### src/rtl/pipelined_addsub_pass_through.sv
// Segmented, carry-linked add/subtract pipeline with a sideband tag and stall-all valid/ready control.
// One SEG-bit slice is summed per stage; the partial result is shifted in from the top so it lands aligned at the output.
module pipelined_addsub_pass_through #(
    parameter int SIZE              = 32,
    parameter int STAGES            = 4,
    parameter int PASS_THROUGH_SIZE = 16
) (
    input  logic                         clk,
    input  logic                         reset,
    input  logic                         load,
    output logic                         ready_out,
    input  logic                         sub,
    input  logic [SIZE-1:0]              input_1,
    input  logic [SIZE-1:0]              input_2,
    input  logic                         carry_in,
    input  logic [PASS_THROUGH_SIZE-1:0] passthrough_in,
    output logic [SIZE-1:0]              sum,
    output logic                         carry,
    output logic                         overflow,
    output logic                         load_out,
    input  logic                         ready_in,
    output logic [PASS_THROUGH_SIZE-1:0] passthrough_out
);

    localparam int SEG = SIZE / STAGES;

    logic                         r_valid [0:STAGES];
    logic [PASS_THROUGH_SIZE-1:0] r_tag   [0:STAGES];
    logic                         r_cy    [0:STAGES];
    logic                         r_amsb  [0:STAGES];
    logic                         r_bmsb  [0:STAGES];
    logic [SIZE-1:0]              r_a     [0:STAGES-1];
    logic [SIZE-1:0]              r_b     [0:STAGES-1];
    logic [SIZE-1:0]              r_sum   [1:STAGES];

    logic [SIZE-1:0] w_sum_next [1:STAGES];
    logic            w_cy_next  [1:STAGES];
    logic [SIZE-1:0] w_b_mod;
    logic            w_advance;
    logic            w_accept;

    assign w_advance = !r_valid[STAGES] || ready_in;
    assign w_accept  = load && w_advance;
    assign w_b_mod   = sub ? ~input_2 : input_2;

    genvar gi;
    generate
        for (gi = 1; gi <= STAGES; gi++) begin : g_stage
            logic [SEG:0] w_seg;
            // Remaining operands are pre-shifted, so the live slice is always the low SEG bits.
            assign w_seg = {1'b0, r_a[gi-1][SEG-1:0]} + {1'b0, r_b[gi-1][SEG-1:0]}
                         + {{SEG{1'b0}}, r_cy[gi-1]};
            assign w_cy_next[gi] = w_seg[SEG];
            if (STAGES == 1) begin : g_full
                assign w_sum_next[gi] = w_seg[SEG-1:0];
            end else if (gi == 1) begin : g_first
                assign w_sum_next[gi] = {w_seg[SEG-1:0], {(SIZE-SEG){1'b0}}};
            end else begin : g_rest
                assign w_sum_next[gi] = {w_seg[SEG-1:0], r_sum[gi-1][SIZE-1:SEG]};
            end
        end
    endgenerate

    always_ff @(posedge clk) begin
        if (reset) begin
            for (int k = 0; k <= STAGES; k++) begin
                r_valid[k] <= 1'b0;
                r_tag[k]   <= '0;
                r_cy[k]    <= 1'b0;
                r_amsb[k]  <= 1'b0;
                r_bmsb[k]  <= 1'b0;
            end
            for (int k = 0; k < STAGES; k++) begin
                r_a[k] <= '0;
                r_b[k] <= '0;
            end
            for (int k = 1; k <= STAGES; k++) begin
                r_sum[k] <= '0;
            end
        end else if (w_advance) begin
            r_valid[0] <= w_accept;
            if (w_accept) begin
                r_a[0]    <= input_1;
                r_b[0]    <= w_b_mod;
                r_cy[0]   <= carry_in ^ sub;
                r_tag[0]  <= passthrough_in;
                r_amsb[0] <= input_1[SIZE-1];
                r_bmsb[0] <= w_b_mod[SIZE-1];
            end
            // Data only moves with a valid operation so the output keeps its last result across bubbles.
            for (int k = 1; k <= STAGES; k++) begin
                r_valid[k] <= r_valid[k-1];
                if (r_valid[k-1]) begin
                    r_sum[k]  <= w_sum_next[k];
                    r_cy[k]   <= w_cy_next[k];
                    r_tag[k]  <= r_tag[k-1];
                    r_amsb[k] <= r_amsb[k-1];
                    r_bmsb[k] <= r_bmsb[k-1];
                end
            end
            for (int k = 1; k < STAGES; k++) begin
                if (r_valid[k-1]) begin
                    r_a[k] <= r_a[k-1] >> SEG;
                    r_b[k] <= r_b[k-1] >> SEG;
                end
            end
        end
    end

    assign ready_out       = w_advance;
    assign load_out        = r_valid[STAGES];
    assign sum             = r_sum[STAGES];
    assign carry           = r_cy[STAGES];
    assign passthrough_out = r_tag[STAGES];
    assign overflow        = (r_amsb[STAGES] == r_bmsb[STAGES])
                          && (r_sum[STAGES][SIZE-1] != r_amsb[STAGES]);

endmodule

### config.mk
export PLATFORM = sky130hd
export DESIGN_NAME = pipelined_addsub_pass_through
export DESIGN_NICKNAME = d
export VERILOG_FILES = /design/src/rtl/pipelined_addsub_pass_through.sv
export SDC_FILE = /design/constraint.sdc
export NUM_CORES = 1
export LEC_CHECK = 0
export CAP_MARGIN = 20
export CORE_MARGIN = 4
export CORE_UTILIZATION = 35
export CTS_BUF_LIST = sky130_fd_sc_hd__clkbuf_16
export CTS_CLUSTER_SIZE = 28
export DETAILED_ROUTE_END_ITERATION = 8
export HOLD_SLACK_MARGIN = 0.1
export SYNTH_ARGS = -nofsm -noshare
export SYNTH_HDL_FRONTEND = slang
export SYNTH_SLANG_ARGS = --single-unit
### constraint.sdc
create_clock -name clk -period 3.9 [get_ports clk]
set_input_delay 0.78 -clock clk [delete_from_list [all_inputs] [get_ports clk]]
set_output_delay 0.78 -clock clk [all_outputs]
set_load 0.05 [all_outputs]
==> results of run 1 <==
## cells in the final DEF, fill, tap and decap left out, types with 2 or more instances in the layout
master           instances
fa_1                     8
nand2_2                  6
nor2_1                  50
nor2b_4                  4
a21oi_1                  4
o21ai_0                 10
or3_1                    3
o31a_1                   7
inv_1                   22
inv_6                    3
nor3_1                  11
a211oi_1                 9
o311a_1                  4
a31oi_1                  2
nor2b_1                  3
o22ai_1                  3
o21a_1                  10
o2111ai_1                2
clkbuf_16               35
o211ai_1                 3
clkinv_4                 2
edfxtp_1               340
clkinv_2                 5
and2_1                 270
nand3_4                  2
mux2i_1                  4
buf_12                   4
nand2b_1                 4
nand3_1                  8
nand2_1                 19
bufinv_16                2
clkdlybuf4s50_1        136
ha_1                    28
xnor2_1                 39
o21bai_1                 4
clkinv_1                 5
inv_2                    5
or2_2                    4
buf_4                    4
## cell type report
class	instances	area [µm²]
fillers	3614	23700
multi-input cells	525	3620
clock buffers	35	876
inverters	21	81.3
flip-flops and latches	340	10200
clock inverters	25	181
well taps	532	666
repair buffers	145	1480
## per-layer routing
metal,wire length (µm),GRT usage
met1,11800,0.156
met2,9750,0.152
met3,1050,0.0240
met4,594,0.0349
met5,0,0
## state kept, by name (all words and copies together), names as in the netlist
name     flops
r_a         80
r_b         80
r_amsb       5
r_tag       80
r_bmsb       5
r_sum       80
r_cy         5
r_valid      5
## through the flow
step / hold WS (ns) / cell area (µm²) / power [mW] / utilization / setup WS, ns
floorplan: 0.497 / 14500 / 4.94 / - / 0.605
global placement: 0.504 / 16100 / 5.16 / 0.393 / 0.838
detailed placement: 0.502 / 16100 / 5.17 / 0.393 / 0.831
CTS: 0.511 / 17100 / 8.26 / 0.419 / 0.821
global route: 0.524 / 17100 / 8.50 / 0.419 / 0.798
finish: 0.505 / 17100 / 8.16 / 0.419 / 0.828
## how the worst max path moves through the flow
stage	endpoint	cells past startpoint	from	slack, ns
after floorplan	r_a[0][0]	6	ready_in	0.60
after global placement	ready_out	4	ready_in	0.84
after detailed placement	ready_out	4	ready_in	0.83
after CTS	ready_out	4	ready_in	0.82
after global routing	ready_out	4	ready_in	0.80
final	ready_out	4	ready_in	0.83
## cells by family (layout without fill, tap and decap cells)
group	count (synthesis)	count (layout)	share of synthesized area
AO/OA/AOI/OAI	60	60	0.0310
XOR/XNOR	39	39	0.0236
adder cells (fa/ha/maj)	36	36	0.0352
buffers and inverters	105	226	0.0456
flip-flops	340	340	0.705
multiplexers	4	4	0.00276
AND/OR/NAND/NOR	386	386	0.157
## critical path, delay by kind of cell
family | cells | cell delay, ns
and+or+nand+nor | 1 | 0.07
buffers and inverters | 3 | 1.44
## power breakdown
group | internal (mW) | total [mW] | switching [mW] | leakage (nW)
Clock | 1.77 | 3.08 | 1.31 | 0.546
Combinational | 0.304 | 0.722 | 0.418 | 2.24
Sequential | 4.29 | 4.36 | 0.0649 | 3.54
Total | 6.37 | 8.16 | 1.79 | 6.33
==> impl_metrics.toml, run 1 <==
[run_status]
status = "finished clean"

[clock_network]
cts.clk_slew.worst_paths_ns = 0.06
cts_buffer_depth = 3
cts.repair.resized = 0
cts_tree = "built"
cts_num_sinks = 340
hold_buffers = 0
cts-buffers-inserted = 35
post_cts_buffers = 0
cts-root-buf = "clkbuf_16"
clkLatencyLatePin_ns = 0.52
htreeDepth = 2

[setup_path]
start_kind = "input port"
path_class = "input port to output port"
rr_endpoint = "r_cy[0][1]"
crit_required_ns = 3.12
end_kind = "output port"
r2r_slack_ns = 1.23
r2r_start = "r_cy[0][0]"
path_max_fanout = 5
worstPathArrival_ns = 2.29
r2r_cells = 6
cp_cell_sequence = "clkdlybuf4s50_1 > nor2b_4 > inv_4 > clkdlybuf4s50_1"
max_stage_delay_ns = 0.82
cp_common_cell = "clkdlybuf4s50_1"
cp_slowest_cell = "clkdlybuf4s50_1"

[global_route]
grt_pass1_wl_mm = 37.6
antenna_found_initial = 0
grt_max_degree = 91
grt.overflow.total = 0
first_global_vias = 6883
grt_use_total = 0.105

[floorplan]
rows = 74
coreArea_um2 = 40800
dieHeight_um = 211
die_area_um2 = 44700
die_x_um = 211
ios = 138
initial_core_util = 0.355

[timing]
fin_setup_tns_ns = 0
fin_crit_ns = 3.07
slew_headroom = 0.407
timing.final.hold_violations = 0
fin_crit_sh = 0.788
slew_violations = 0
rsz0062_at_grt = "false"
finalSetupViolCount = 0
worstMarginPinSlew_ns = 0.890
max_freq_mhz = 325
fin_skew_ns = 0.0199

[power_and_ir_drop]
p_per_area_nw_per_um2 = 477
peakVddDrop_mv = 0.244
p_leak_nw = 6.33

[routing]
drtIter0Drc = 298
route.detailed.drc = 0
routed_via_density = 4.21
wirelength_mm = 23.2
firstDrtPassIters = 4
vias = 6834
ant_nets = 0
wire_per_inst_um = 14.3

[synthesis]
synth_commonest_cells = "edfxtp_1, and2_1, nor2_1"
syn_avg_cell_area_um2 = 14.9
async_flop_share = 0
synth_top_cell_area_share = 0.705
synth_area_um2 = 14500
synth_edf_count = 340
synth_cells = 970
yosysUniqueCellTypes = 41
syn_nets = 1092
synth_area_leader_cell = "edfxtp_1"
synth.area.top_cells = "edfxtp_1, and2_1, buf_4"
ys_warn_count = 0
synth_most_common_cell = "edfxtp_1"
synth-seq-cells = 340
synth_ff_type = "edfxtp_1"
yosysSeqAreaShare = 0.705

[placement]
dp_hpwl_mm = 16.5
place_inst = 1563
routabilityCongestion = 0.734
io_buffers = 137

[cells_and_area]
layoutNonFillerInstCount = 1623
nNetsFinal = 1190
drive_above_1_share = 0.0752
antenna_cells = 0
area_growth_pct = 18.1

[min_path]
hp-class = "register to register"
min_from = "r_tag[0][34]"
hold_end = "r_tag[0][50]"
whs_path_depth = 1

[flow_run]
max_cap_violations = 0
Note: power is estimated with default switching activity, not from simulation.
==> run 2, diff against run 1 <==
==> constraint.sdc (replaced) <==
create_clock -name clk -period 3.1 [get_ports clk]
set_input_delay 0.62 -clock clk [delete_from_list [all_inputs] [get_ports clk]]
set_output_delay 0.62 -clock clk [all_outputs]
set_load 0.05 [all_outputs]
==> run 2 against run 1 <==
Net effect: wire length up 3.1%; first-iteration DRC count grew 24%; global-route usage rose by 0.34 points; sequential power up 26%; largest power group unchanged; critical path type is now register to output port.
==> impl_metrics.toml, run 2 (synthesized netlist as in run 1, its figures left out) <==
[run_status]
status = "finished clean"

[clock_network]
cts_buffer_depth = 3
cts.repair.resized = 0
post_cts_buffers = 0
htreeDepth = 2
cts-root-buf = "clkbuf_16"
hold_buffers = 0
cts_tree = "built"
clkLatencyLatePin_ns = 0.52
cts-buffers-inserted = 36
cts_num_sinks = 340
cts.clk_slew.worst_paths_ns = 0.06

[placement]
dp_hpwl_mm = 16.8
io_buffers = 137
place_inst = 1575
routabilityCongestion = 0.751
dpl_cell_area_um2 = 16100

[floorplan]
ios = 138
initial_core_util = 0.355
die_x_um = 211
dieHeight_um = 211
rows = 74
coreArea_um2 = 40800
die_area_um2 = 44700

[routing]
routed_via_density = 4.24
drtIter0Drc = 371
vias = 6927
firstDrtPassIters = 5
wirelength_mm = 23.9
route.detailed.drc = 0
ant_nets = 0
wire_per_inst_um = 14.6

[power_and_ir_drop]
p_leak_nw = 6.40
power_mw = 10.3
p_per_area_nw_per_um2 = 601
peakVddDrop_mv = 0.330

[timing]
holdWs_ns = 0.502
fin_crit_sh = 0.862
slew_headroom = 0.576
fin_skew_ns = 0.0250
finalSetupViolCount = 0
fin_setup_tns_ns = 0
timing.final.hold_violations = 0
max_freq_mhz = 374
slew_violations = 0
fin_crit_ns = 2.67
worstMarginPinSlew_ns = 0.637
rsz0062_at_grt = "false"

[global_route]
grt.overflow.total = 0
grt_use_total = 0.108
grt_pass1_wl_mm = 38.6
grt_max_degree = 65
first_global_vias = 6967
antenna_found_initial = 1

[setup_path]
start_kind = "register"
path_class = "register to output port"
crit_required_ns = 2.48
end_kind = "output port"
worstPathArrival_ns = 2.05
path_max_fanout = 3
r2r_start = "r_cy[0][0]"
rr_endpoint = "r_cy[0][1]"
r2r_cells = 6
r2r_slack_ns = 0.53

[cells_and_area]
fillers = 3669
nNetsFinal = 1203
drive_above_1_share = 0.0835
final_common_cell = "edfxtp_1"
fin_area_um2 = 17200
area_growth_pct = 18.8
final_cell_mix = "edfxtp_1, and2_1, clkdlybuf4s50_1, nor2_1, xnor2_1"
layoutNonFillerInstCount = 1635

[flow_run]
max_cap_violations = 0

[min_path]
hold_end = "r_a[0][54]"
min_from = "r_a[0][30]"
hp-class = "register to register"
whs_path_depth = 1
-- run 2: worst max-delay path by stage --
stage                   endpoint  slack, ns          start
floorplan             r_a[0][32]       0.41  r_valid[0][4]
global placement    r_tag[0][74]       0.47          reset
detailed placement  r_tag[0][63]       0.43          reset
CTS                     overflow       0.30  r_sum[0][159]
global route            overflow       0.26  r_sum[0][159]
finish                  overflow       0.43  r_sum[0][159]
-- run 2: critical path, cell delays in order, from the launching register on --
cell,delay (ns)
edfxtp_1,0.43
o21ai_0,0.25
clkdlybuf4s50_1,0.85
-- run 2: layout make-up --
cell class / instances / area [µm²] / share of cell area
flip-flops and latches: 340 / 10200 / 0.593
multi-input cells: 525 / 3620 / 0.210
repair buffers: 157 / 1550 / 0.0902
clock buffers: 37 / 926 / 0.0538
well taps: 532 / 666 / 0.0387
clock inverters: 22 / 150 / 0.00873
inverters: 21 / 81.3 / 0.00473
diodes: 1 / 2.50 / 0.000145
-- run 2: metal layers --
| layer | vias to the layer above | share of wire | track usage |
|---|---|---|---|
| li1 | 3565 | - | - |
| met1 | 3185 | 0.50 | 0.163 |
| met2 | 141 | 0.42 | 0.157 |
| met3 | 36 | 0.055 | 0.0243 |
| met4 | 0 | 0.020 | 0.0322 |
| met5 | - | 0 | 0 |
-- run 2: metrics by stage --
| step | util | setup WS, ns |
|---|---|---|
| finish | 0.421 | 0.429 |
| CTS | 0.421 | 0.299 |
| detailed placement | 0.395 | 0.429 |
| global placement | 0.395 | 0.468 |
| global route | 0.421 | 0.258 |
| floorplan | - | 0.409 |
-- run 2: power by group --
part	total [mW]	internal, mW	switching (mW)	leakage, nW
Sequential	5.48	5.40	0.0780	3.54
Combinational	0.934	0.395	0.539	2.29
Clock	3.93	2.31	1.62	0.565
==> run 3, diff against run 2 <==
--- a/config.mk
+++ b/config.mk
@@ -5,13 +5,15 @@
 export SDC_FILE = /design/constraint.sdc
 export NUM_CORES = 1
 export LEC_CHECK = 0
-export CAP_MARGIN = 20
+export CAP_MARGIN = 10
 export CORE_MARGIN = 4
 export CORE_UTILIZATION = 35
 export CTS_BUF_LIST = sky130_fd_sc_hd__clkbuf_16
 export CTS_CLUSTER_SIZE = 28
 export DETAILED_ROUTE_END_ITERATION = 8
 export HOLD_SLACK_MARGIN = 0.1
+export PLACE_DENSITY = 0.64
 export SYNTH_ARGS = -nofsm -noshare
 export SYNTH_HDL_FRONTEND = slang
 export SYNTH_SLANG_ARGS = --single-unit
+export TNS_END_PERCENT = 100
==> run 3 against run 2 <==
Net effect: non-clock buffer count fell by 3; fmax fell by 2.1%; clock power down 3%; highest routed layer unchanged; first-iteration DRC count is 6.2% lower; count of clock-buffer cells in the layout is 2 lower.
==> impl_metrics.toml, run 3 (synthesized netlist as in run 1, its figures left out) <==
[setup_path]
path_max_fanout = 3
r2r_slack_ns = 0.55
path_class = "register to output port"
worstPathArrival_ns = 2.11
crit_required_ns = 2.48
r2r_cells = 6
start_kind = "register"
end_kind = "output port"

[clock_network]
cts.repair.resized = 0
clkLatencyLatePin_ns = 0.50
cts_num_sinks = 340
cts.clk_slew.worst_paths_ns = 0.06
cts_tree = "built"
htreeDepth = 2
post_cts_buffers = 0
hold_buffers = 0
cts_buffer_depth = 3
cts-root-buf = "clkbuf_16"
cts-buffers-inserted = 35

[floorplan]
dieHeight_um = 211
initial_core_util = 0.355
ios = 138
coreArea_um2 = 40800
die_x_um = 211
rows = 74
die_area_um2 = 44700

[timing]
fin_crit_ns = 2.73
rsz0062_at_grt = "false"
fin_skew_ns = 0.00622
worstMarginPinSlew_ns = 0.617
fin_crit_sh = 0.880
slew_violations = 0
slew_headroom = 0.589
timing.final.hold_violations = 0
max_freq_mhz = 367
fin_setup_tns_ns = 0
finalSetupViolCount = 0

[routing]
routed_via_density = 4.19
firstDrtPassIters = 5
route.detailed.drc = 0
drtIter0Drc = 348
wire_per_inst_um = 14.1
vias = 6835
ant_nets = 0
wirelength_mm = 23.0

[placement]
dp_hpwl_mm = 16.6
routabilityCongestion = 0.775
dpl_cell_area_um2 = 16100
io_buffers = 137

[global_route]
first_global_vias = 6811
grt_use_total = 0.103
grt_pass1_wl_mm = 37.2
grt.overflow.total = 0
grt_max_degree = 87
antenna_found_initial = 1

[cells_and_area]
area_growth_pct = 18.4
multiInputGateArea_um2 = 3620
final_common_cell = "edfxtp_1"
fin_area_um2 = 17100
final_cell_mix = "edfxtp_1, and2_1, clkdlybuf4s50_1, nor2_1, xnor2_1"
nNetsFinal = 1199
drive_above_1_share = 0.0801
fillers = 3633
seq_area_um2 = 10200

[min_path]
whs_path_depth = 1
hp-class = "register to register"

[flow_run]
max_cap_violations = 0

[run_status]
status = "finished clean"

[power_and_ir_drop]
peakVddDrop_mv = 0.269
p_per_area_nw_per_um2 = 595
p_leak_nw = 6.35
## run 3: cell types whose count changed in the layout (fill, tap and decap cells not counted)
cell	before	now
clkinv_1	5	7
clkinvlp_4	0	3
inv_6	2	1
clkinv_4	0	1
inv_1	24	22
clkinv_2	4	2
clkbuf_16	37	35
buf_4	18	15
## run 3: layer usage
metal,GRT usage,share of wire,vias to the layer above
met2,0.157,0.44,134
met1,0.151,0.49,3107
met3,0.0227,0.049,29
li1,-,-,3565
met4,0.0298,0.020,0
met5,0,0,-
## run 3: stage by stage
stage               utilization  hold slack [ns]  worst slack, ns  instances  power (mW)
finish                    0.420            0.511            0.373       1631        10.2
floorplan                     -            0.497            0.409        970        6.21
global placement          0.394            0.501            0.565       1572        6.49
detailed placement        0.394            0.501            0.537       1572        6.51
CTS                       0.420            0.511            0.307       1630        10.3
global route              0.420            0.527            0.230       1630        10.6
## run 3: critical path, stage by stage, from the launching register on
cell	delay (ns)
edfxtp_1	0.43
o21ai_0	0.31
clkdlybuf4s50_1	0.86
## run 3: path summary, 6_finish.rpt
| kind | start | to |
|---|---|---|
| max | r_sum[0][159] | overflow |
| min | r_a[0][72] | r_a[0][96] |
| max reg2reg | r_cy[0][0] | r_cy[0][1] |
| min reg2reg | r_a[0][72] | r_a[0][96] |
## run 3: power breakdown
group	internal [mW]	switching [mW]	total [mW]
Clock	2.21	1.59	3.80
Sequential	5.40	0.0766	5.48
Combinational	0.390	0.529	0.919
## run 3: cell type report
| type | count | share of cell area |
|---|---|---|
| tap | 532 | 0.0388 |
| clock buffer | 35 | 0.0511 |
| antenna | 1 | 0.000146 |
| clock inverter | 23 | 0.00949 |
| timing repair buffer | 154 | 0.0892 |
| sequential | 340 | 0.595 |
| inverter | 21 | 0.00474 |
| multi-input combinational | 525 | 0.211 |
